**config.mk**
```make
export PLATFORM = sky130hd
export DESIGN_NAME = alu_muldiv_seq
export DESIGN_NICKNAME = d
export VERILOG_FILES = /design/src/rtl/alu_muldiv_seq.sv
export SDC_FILE = /design/constraint.sdc
export NUM_CORES = 1
export LEC_CHECK = 0
export ABC_AREA = 0
export CAP_MARGIN = 30
export CORE_ASPECT_RATIO = 0.75
export CORE_UTILIZATION = 50
export CTS_CLUSTER_SIZE = 8
export DETAILED_ROUTE_END_ITERATION = 10
export PLACE_DENSITY = 0.81
export SKIP_LAST_GASP = 1
export SLEW_MARGIN = 25
export SYNTH_ARGS = -nofsm -noshare
export SYNTH_HDL_FRONTEND = slang
export SYNTH_SLANG_ARGS = --single-unit
export TNS_END_PERCENT = 10
```
**constraint.sdc**
```tcl
create_clock -name clk -period 2.5 [get_ports clk]
set_clock_uncertainty 0.15 [all_clocks]
set_input_delay 0.5 -clock clk [delete_from_list [all_inputs] [get_ports clk]]
set_output_delay 0.5 -clock clk [all_outputs]
set_load 0.02 [all_outputs]
```
**src/rtl/alu_muldiv_seq.sv**
```systemverilog
// alu_muldiv_seq: multi-cycle unsigned 16x16 multiply and 16/16 divide
// sequencer. It borrows the shared combinational ALU for one ADD (multiply)
// or SUB (divide) iteration per clock and hands results back over a
// valid/ready handshake.
module alu_muldiv_seq #(
  parameter int                 DATA_W    = 16,
  parameter logic [DATA_W-1:0]  DIV0_QUOT = 16'hFFFF
) (
  input  logic              clk,
  input  logic              rst,
  input  logic              in_valid,
  output logic              in_ready,
  input  logic              in_op,
  input  logic [DATA_W-1:0] in_a,
  input  logic [DATA_W-1:0] in_b,
  output logic              out_valid,
  input  logic              out_ready,
  output logic [DATA_W-1:0] out_hi,
  output logic [DATA_W-1:0] out_lo,
  output logic              out_div0,
  output logic              busy,
  output logic [DATA_W-1:0] alu_a,
  output logic [DATA_W-1:0] alu_b,
  output logic [2:0]        alu_op,
  input  logic [DATA_W-1:0] alu_result,
  input  logic              alu_carry
);

  localparam int CNT_W = $clog2(DATA_W);
  localparam logic [CNT_W-1:0] LAST_CNT = CNT_W'(DATA_W - 1);
  localparam logic [2:0] OP_ADD = 3'b000;
  localparam logic [2:0] OP_SUB = 3'b001;

  typedef enum logic [1:0] {
    IDLE = 2'd0,
    RUN  = 2'd1,
    DONE = 2'd2
  } state_t;

  state_t            state, state_next;
  logic [CNT_W-1:0]  count;
  logic              op_r;
  // hi_r holds H (multiply) or R (divide); lo_r holds L or Q; m_d holds M or D
  logic [DATA_W-1:0] hi_r, lo_r, m_d;
  logic [DATA_W-1:0] hi_next, lo_next;
  logic [DATA_W-1:0] t_val;
  logic              s_bit;
  logic              acc;

  // State register
  always_ff @(posedge clk) begin
    if (rst) state <= IDLE;
    else     state <= state_next;
  end

  // Next state, handshake/ALU outputs and the per-iteration datapath update
  always_comb begin
    state_next = state;
    in_ready   = 1'b0;
    out_valid  = 1'b0;
    busy       = 1'b0;
    alu_a      = '0;
    alu_b      = '0;
    alu_op     = OP_ADD;
    hi_next    = hi_r;
    lo_next    = lo_r;
    t_val      = '0;
    s_bit      = 1'b0;
    acc        = 1'b0;
    case (state)
      IDLE: begin
        in_ready = 1'b1;
        if (in_valid) state_next = (in_op && in_b == '0) ? DONE : RUN;
      end
      RUN: begin
        busy = 1'b1;
        if (!op_r) begin
          alu_a   = hi_r;
          alu_b   = lo_r[0] ? m_d : '0;
          alu_op  = OP_ADD;
          hi_next = {alu_carry, alu_result[DATA_W-1:1]};
          lo_next = {alu_result[0], lo_r[DATA_W-1:1]};
        end else begin
          // s is the bit shifted out of R; if set, T+2^16 >= D always holds
          s_bit   = hi_r[DATA_W-1];
          t_val   = {hi_r[DATA_W-2:0], lo_r[DATA_W-1]};
          alu_a   = t_val;
          alu_b   = m_d;
          alu_op  = OP_SUB;
          acc     = s_bit | ~alu_carry;
          hi_next = acc ? alu_result : t_val;
          lo_next = {lo_r[DATA_W-2:0], acc};
        end
        if (count == LAST_CNT) state_next = DONE;
      end
      DONE: begin
        out_valid = 1'b1;
        busy      = 1'b1;
        if (out_ready) state_next = IDLE;
      end
      default: state_next = IDLE;
    endcase
  end

  // Operand latch, iteration registers and result registers
  always_ff @(posedge clk) begin
    if (rst) begin
      count    <= '0;
      op_r     <= 1'b0;
      hi_r     <= '0;
      lo_r     <= '0;
      m_d      <= '0;
      out_hi   <= '0;
      out_lo   <= '0;
      out_div0 <= 1'b0;
    end else begin
      case (state)
        IDLE: begin
          if (in_valid) begin
            op_r  <= in_op;
            count <= '0;
            if (in_op && in_b == '0) begin
              out_lo   <= DIV0_QUOT;
              out_hi   <= in_a;
              out_div0 <= 1'b1;
            end else begin
              hi_r <= '0;
              lo_r <= in_op ? in_a : in_b;
              m_d  <= in_op ? in_b : in_a;
            end
          end
        end
        RUN: begin
          hi_r  <= hi_next;
          lo_r  <= lo_next;
          count <= count + 1'b1;
          if (count == LAST_CNT) begin
            out_hi   <= hi_next;
            out_lo   <= lo_next;
            out_div0 <= 1'b0;
          end
        end
        default: ;
      endcase
    end
  end

endmodule

```
Yosys cells after proc, flatten, opt, wreduce, memory -nomap -nowiden:

Cells that the tools add are included.

* register bits: 88
* input port bits: 54
* logic and storage cells: 72
* output and inout port bits: 71

* reduce and logical (&&, ||, !) cells: 11
* equality and inequality tests: 8
* bitwise gates (word level): 3
* mux-type cells: 40
* $add $sub $neg: 1

Operators by type and width (number)
* $mux W16: 20
* $pmux W16 S2: 4
* $logic_not A16 Y1: 1
* $ne A2 B2 Y1 const B: 5
* $reduce_and A3 Y1: 3
* $mux W1: 8
* $mux W2: 4
* $pmux W4 S2: 1
* $pmux W2 S3: 1
* $add A4 B1 Y4 const B: 1
* $eq A4 B4 Y1 const B: 1
* $mux W4: 1
* $reduce_and A2 Y1: 2
* $reduce_and A4 Y1: 1
* $eq A2 B1 Y1 const B: 1
* $eq A2 B2 Y1 const B: 1
* $logic_not A2 Y1: 1
* $not A1 Y1: 2
* $pmux W1 S2: 1
* $reduce_bool A2 Y1: 1
* $reduce_or A2 Y1: 1
* $logic_and A1 B1 Y1: 1
* $or A1 B1 Y1: 1

Depth between registers and ports, before layout:

Gate-level depths: netlist (run 1).

* depth after elaboration: 6
* mapped depth: 9

Worst setup path before layout (run 1):

No wires, ideal clock.

* path type: reg-to-output
* from: register state[1]
* to: output alu_a[10]
* buffers on the path: 3
* stages on the path, launching flop included: 8
* required time: 1850 ps
* data arrival time: 1692 ps
* path slack: 158 ps
* path through: dfxtp_1 -> inv_1 -> ha_1 -> clkbuf_1 -> inv_1 -> buf_1 -> clkbuf_1 -> nor2_1

* longest elaborated chain between the ends: 2

Ends and longest elaborated chain
* from (decl): line 40 `state_t state, state_next;`
* from (signal assigned): line 53 `else state <= state_next;`
* $eq A2 B1 Y1: line 70 `case (state)`
* $mux W16: line 70
* to (decl): line 22 `output logic [DATA_W-1:0] alu_a,`

Every way passes these cells.

Worst setup path after layout (run 1):

* from: register state[1]
* to: output alu_b[11]

* longest elaborated chain between the ends: 2

Ends and longest elaborated chain
* $eq A2 B1 Y1: line 70
* $mux W16: line 70
* to (decl): line 23 `output logic [DATA_W-1:0] alu_b,`

Every way passes these cells.

==> flow_summary.yaml, run 1 <==
synth:
  syn_inst: 554
  synthesis.area_sq_um: 5040
  synth_ff_type: "dfxtp_1"
  synthMuxAreaShare_pct: 23.2
  yosys.area_share.adder_pct: 0.993
  synth_simple_gate_area_share_pct: 15.1
  synth-edff-count: 0
  ys_warn_count: 0
  synth_top_family_by_area: "multiplexers"
  async_flop_share_pct: 0
  synthXorXnorAreaFrac_pct: 0
  seq_area_frac_synth_pct: 34.9
  synth_compound_area_share_pct: 19.1
  syn_avg_cell_area_sq_um: 9.10
  ys_types: 43
  synth-seq-cells: 88
critical_path:
  timing.rr.start: "state[1]"
  cp_data_arrival_time_ns: 2.07
  cp_max_fo: 16
  critical_path_required_ns: 1.85
  crit_path_end_kind: "output port"
  critPathLaunchType: "flop"
  startpoint: "state[1]"
  path_class: "flop to output port"
global_routing:
  grt_overflow: 0
  grt_max_degree: 56
  antenna_found_initial: 0
  busiest_layer: "met2"
  met3_usage_pct: 5.23
  grt_pass1_vias: 4232
  globalRouteTotalUtil_pct: 27.8
  grt_pass1_wl_um: 22600
  grtUsageMet2_pct: 43.2
  grt_util_met1_pct: 38.3
die:
  fp.dieW_um: 118
  rows: 31
  chipHeight_um: 89.0
  initial_core_util_pct: 51.8
  io_pins: 125
  core_sq_um: 9740
  die_area_sq_um: 10500
flow_run:
  max_cap_violations: 0
placed_design:
  place_area_sq_um: 6500
  dp_cells: 791
  port_buffers: 122
  gp_congestion: 0.852
  dpl.hpwl_um: 10500
timing:
  period_share_pct: 109
  rsz0062_at_grt: "yes"
  slew_headroom_pct: 46.5
  slew_viol_final: 0
  period_minus_slack_ns: 2.72
  finalWorstSetupSlack_ns: -0.222
  fmax_ghz: 0.367
  hold_viol: 0
  final-setup-viol-count: 26
  worst_pin_slew_ns: 0.802
worst_hold_path:
  worstHoldStart: "out_hi[1]"
  min_path_type: "flop to flop"
outcome:
  status: "finished with violations"
  violations: "setup timing"
layout:
  area_growth_pct: 35.0
  diodes: 0
  layout_commonest_cell: "clkdlybuf4s50_1"
  num-nets-final: 728
  finalNonFillerCells: 806
  drive_gt1_share_pct: 13.8
  multi_input_area_sq_um: 2970
  final_area_sq_um: 6810
  nFillCells: 719
  seq_area_sq_um: 1760
  final_cell_mix: "114 x clkdlybuf4s50_1, 87 x dfxtp_1, 82 x mux2i_1, 58 x nor2_1, 47 x o21ai_0"
clock_network:
  worstSkewPairLatency_ns: 0.35
  hold_buffers: 0
  cts_buffer_depth: 2
  cts_tree: "yes"
  path_clk_slew_ns: 0.07
  numCtsBuffers: 9
  postCtsSetupBuffers: 0
  cts_root_buf: "clkbuf_16"
  ctsHtreeMaxLevel: 3
  clkSinkCount: 88
drt:
  ant_nets: 0
  via_per_inst: 5.77
  drc_errors: 0
  vias: 4648
  dr.pass1.iters: 5
  drt-total-wl_um: 14500
  avgRoutedWirePerCell_um: 18.0
  drt-initial-drc-count: 341
power:
  power_density_nw_per_um2: 772
  vdd_ir_drop_max_mv: 0.554
  power_w: 0.00526
  leakage_nw: 2.60
==> cells in the mapped netlist, types with 9 or more instances <==
cell	instances	share of area [%]
dfxtp_1	88	35
mux2i_1	82	16
nor2_1	58	4.3
o21ai_0	47	4.7
a21oi_1	34	3.4
clkbuf_1	27	2.0
mux2_2	22	4.9
inv_1	20	1.5
a211oi_1	17	2.5
and2_1	17	2.1
a311oi_1	16	2.8
nand3b_1	16	2.4
nor2b_1	16	2.0
buf_2	15	1.5
a221oi_2	12	3.6
mux2_1	9	2.0
==> logic make-up after synthesis <==
kind of cell / after synthesis
AOI/OAI and AO/OA: 140
adders and majority gates: 4
buffers and inverters: 72
DFF: 88
muxes: 113
other: 1
and+or+nand+nor: 136
==> worst max-delay path, cell delays in order (launching register included) <==
cell	delay, ns
dfxtp_1	0.31
inv_1	0.09
ha_1	0.20
inv_1	0.09
nor2_1	0.12
buf_4	0.18
and2_1	0.14
clkdlybuf4s50_1	0.59
==> path summary, 6_finish.rpt <==
| kind | to | slack, ns | depth (start not counted) |
|---|---|---|---|
| max | alu_b[11] | -0.22 | 7 |
| min | out_hi[1] | 0.32 | 2 |
| max reg2reg | out_hi[9] | 0.03 | 9 |
| min reg2reg | out_hi[1] | 0.32 | 2 |
==> metrics by stage <==
stage                     hold WS [ns]  utilization, %  setup WS, ns  setup TNS [ns]
after floorplan                  0.322               -         0.158               0
after global placement           0.311            66.8        -0.163           -4.31
after detailed placement         0.311            66.8        -0.184           -5.34
after CTS                        0.321            69.8        -0.226           -4.83
after global routing             0.335            69.9        -0.332           -6.75
final                            0.321            69.9        -0.222           -4.15
==> what timing repair did <==
item / in CTS / in global routing
gates cloned: 0 / 0
gates resized for setup: 3 / 4
endpoints found under the setup margin: 33 / 46
==> registers in the layout, indices dropped and copies added (netlist names) <==
name / count
out_lo: 16
out_div0: 1
state: 2
m_d: 16
op_r: 1
lo_r: 16
count: 4
out_hi: 16
hi_r: 16
==> area by class of cell <==
class,instances,area share [%]
timing repair buffer,156,22.6
clock buffer,11,3.57
multi-input combinational,395,43.6
clock inverter,4,0.809
inverter,20,1.10
tap,132,2.43
sequential,88,25.9
==> power by group <==
group          switching, W  internal, W
clock              0.000563     0.000800
combinational       0.00116     0.000843
sequential         0.000221      0.00167
==> per-layer routing <==
layer  wire length [um]  up-vias  part of all wire, %
li1                   -     2228                    -
met1               6670     2189                   46
met2               6400      203                   44
met3               1080       28                  7.4
met4                348        0                  2.4
met5                  0        -                    0
Note: power is estimated with default switching activity, not from simulation.
==> inputs of run 2 (changes only) <==
- GPL_ROUTABILITY_DRIVEN: default -> 0
==> results of run 2 <==
No change in the layout: final DEF, timing and power equal those of run 1.
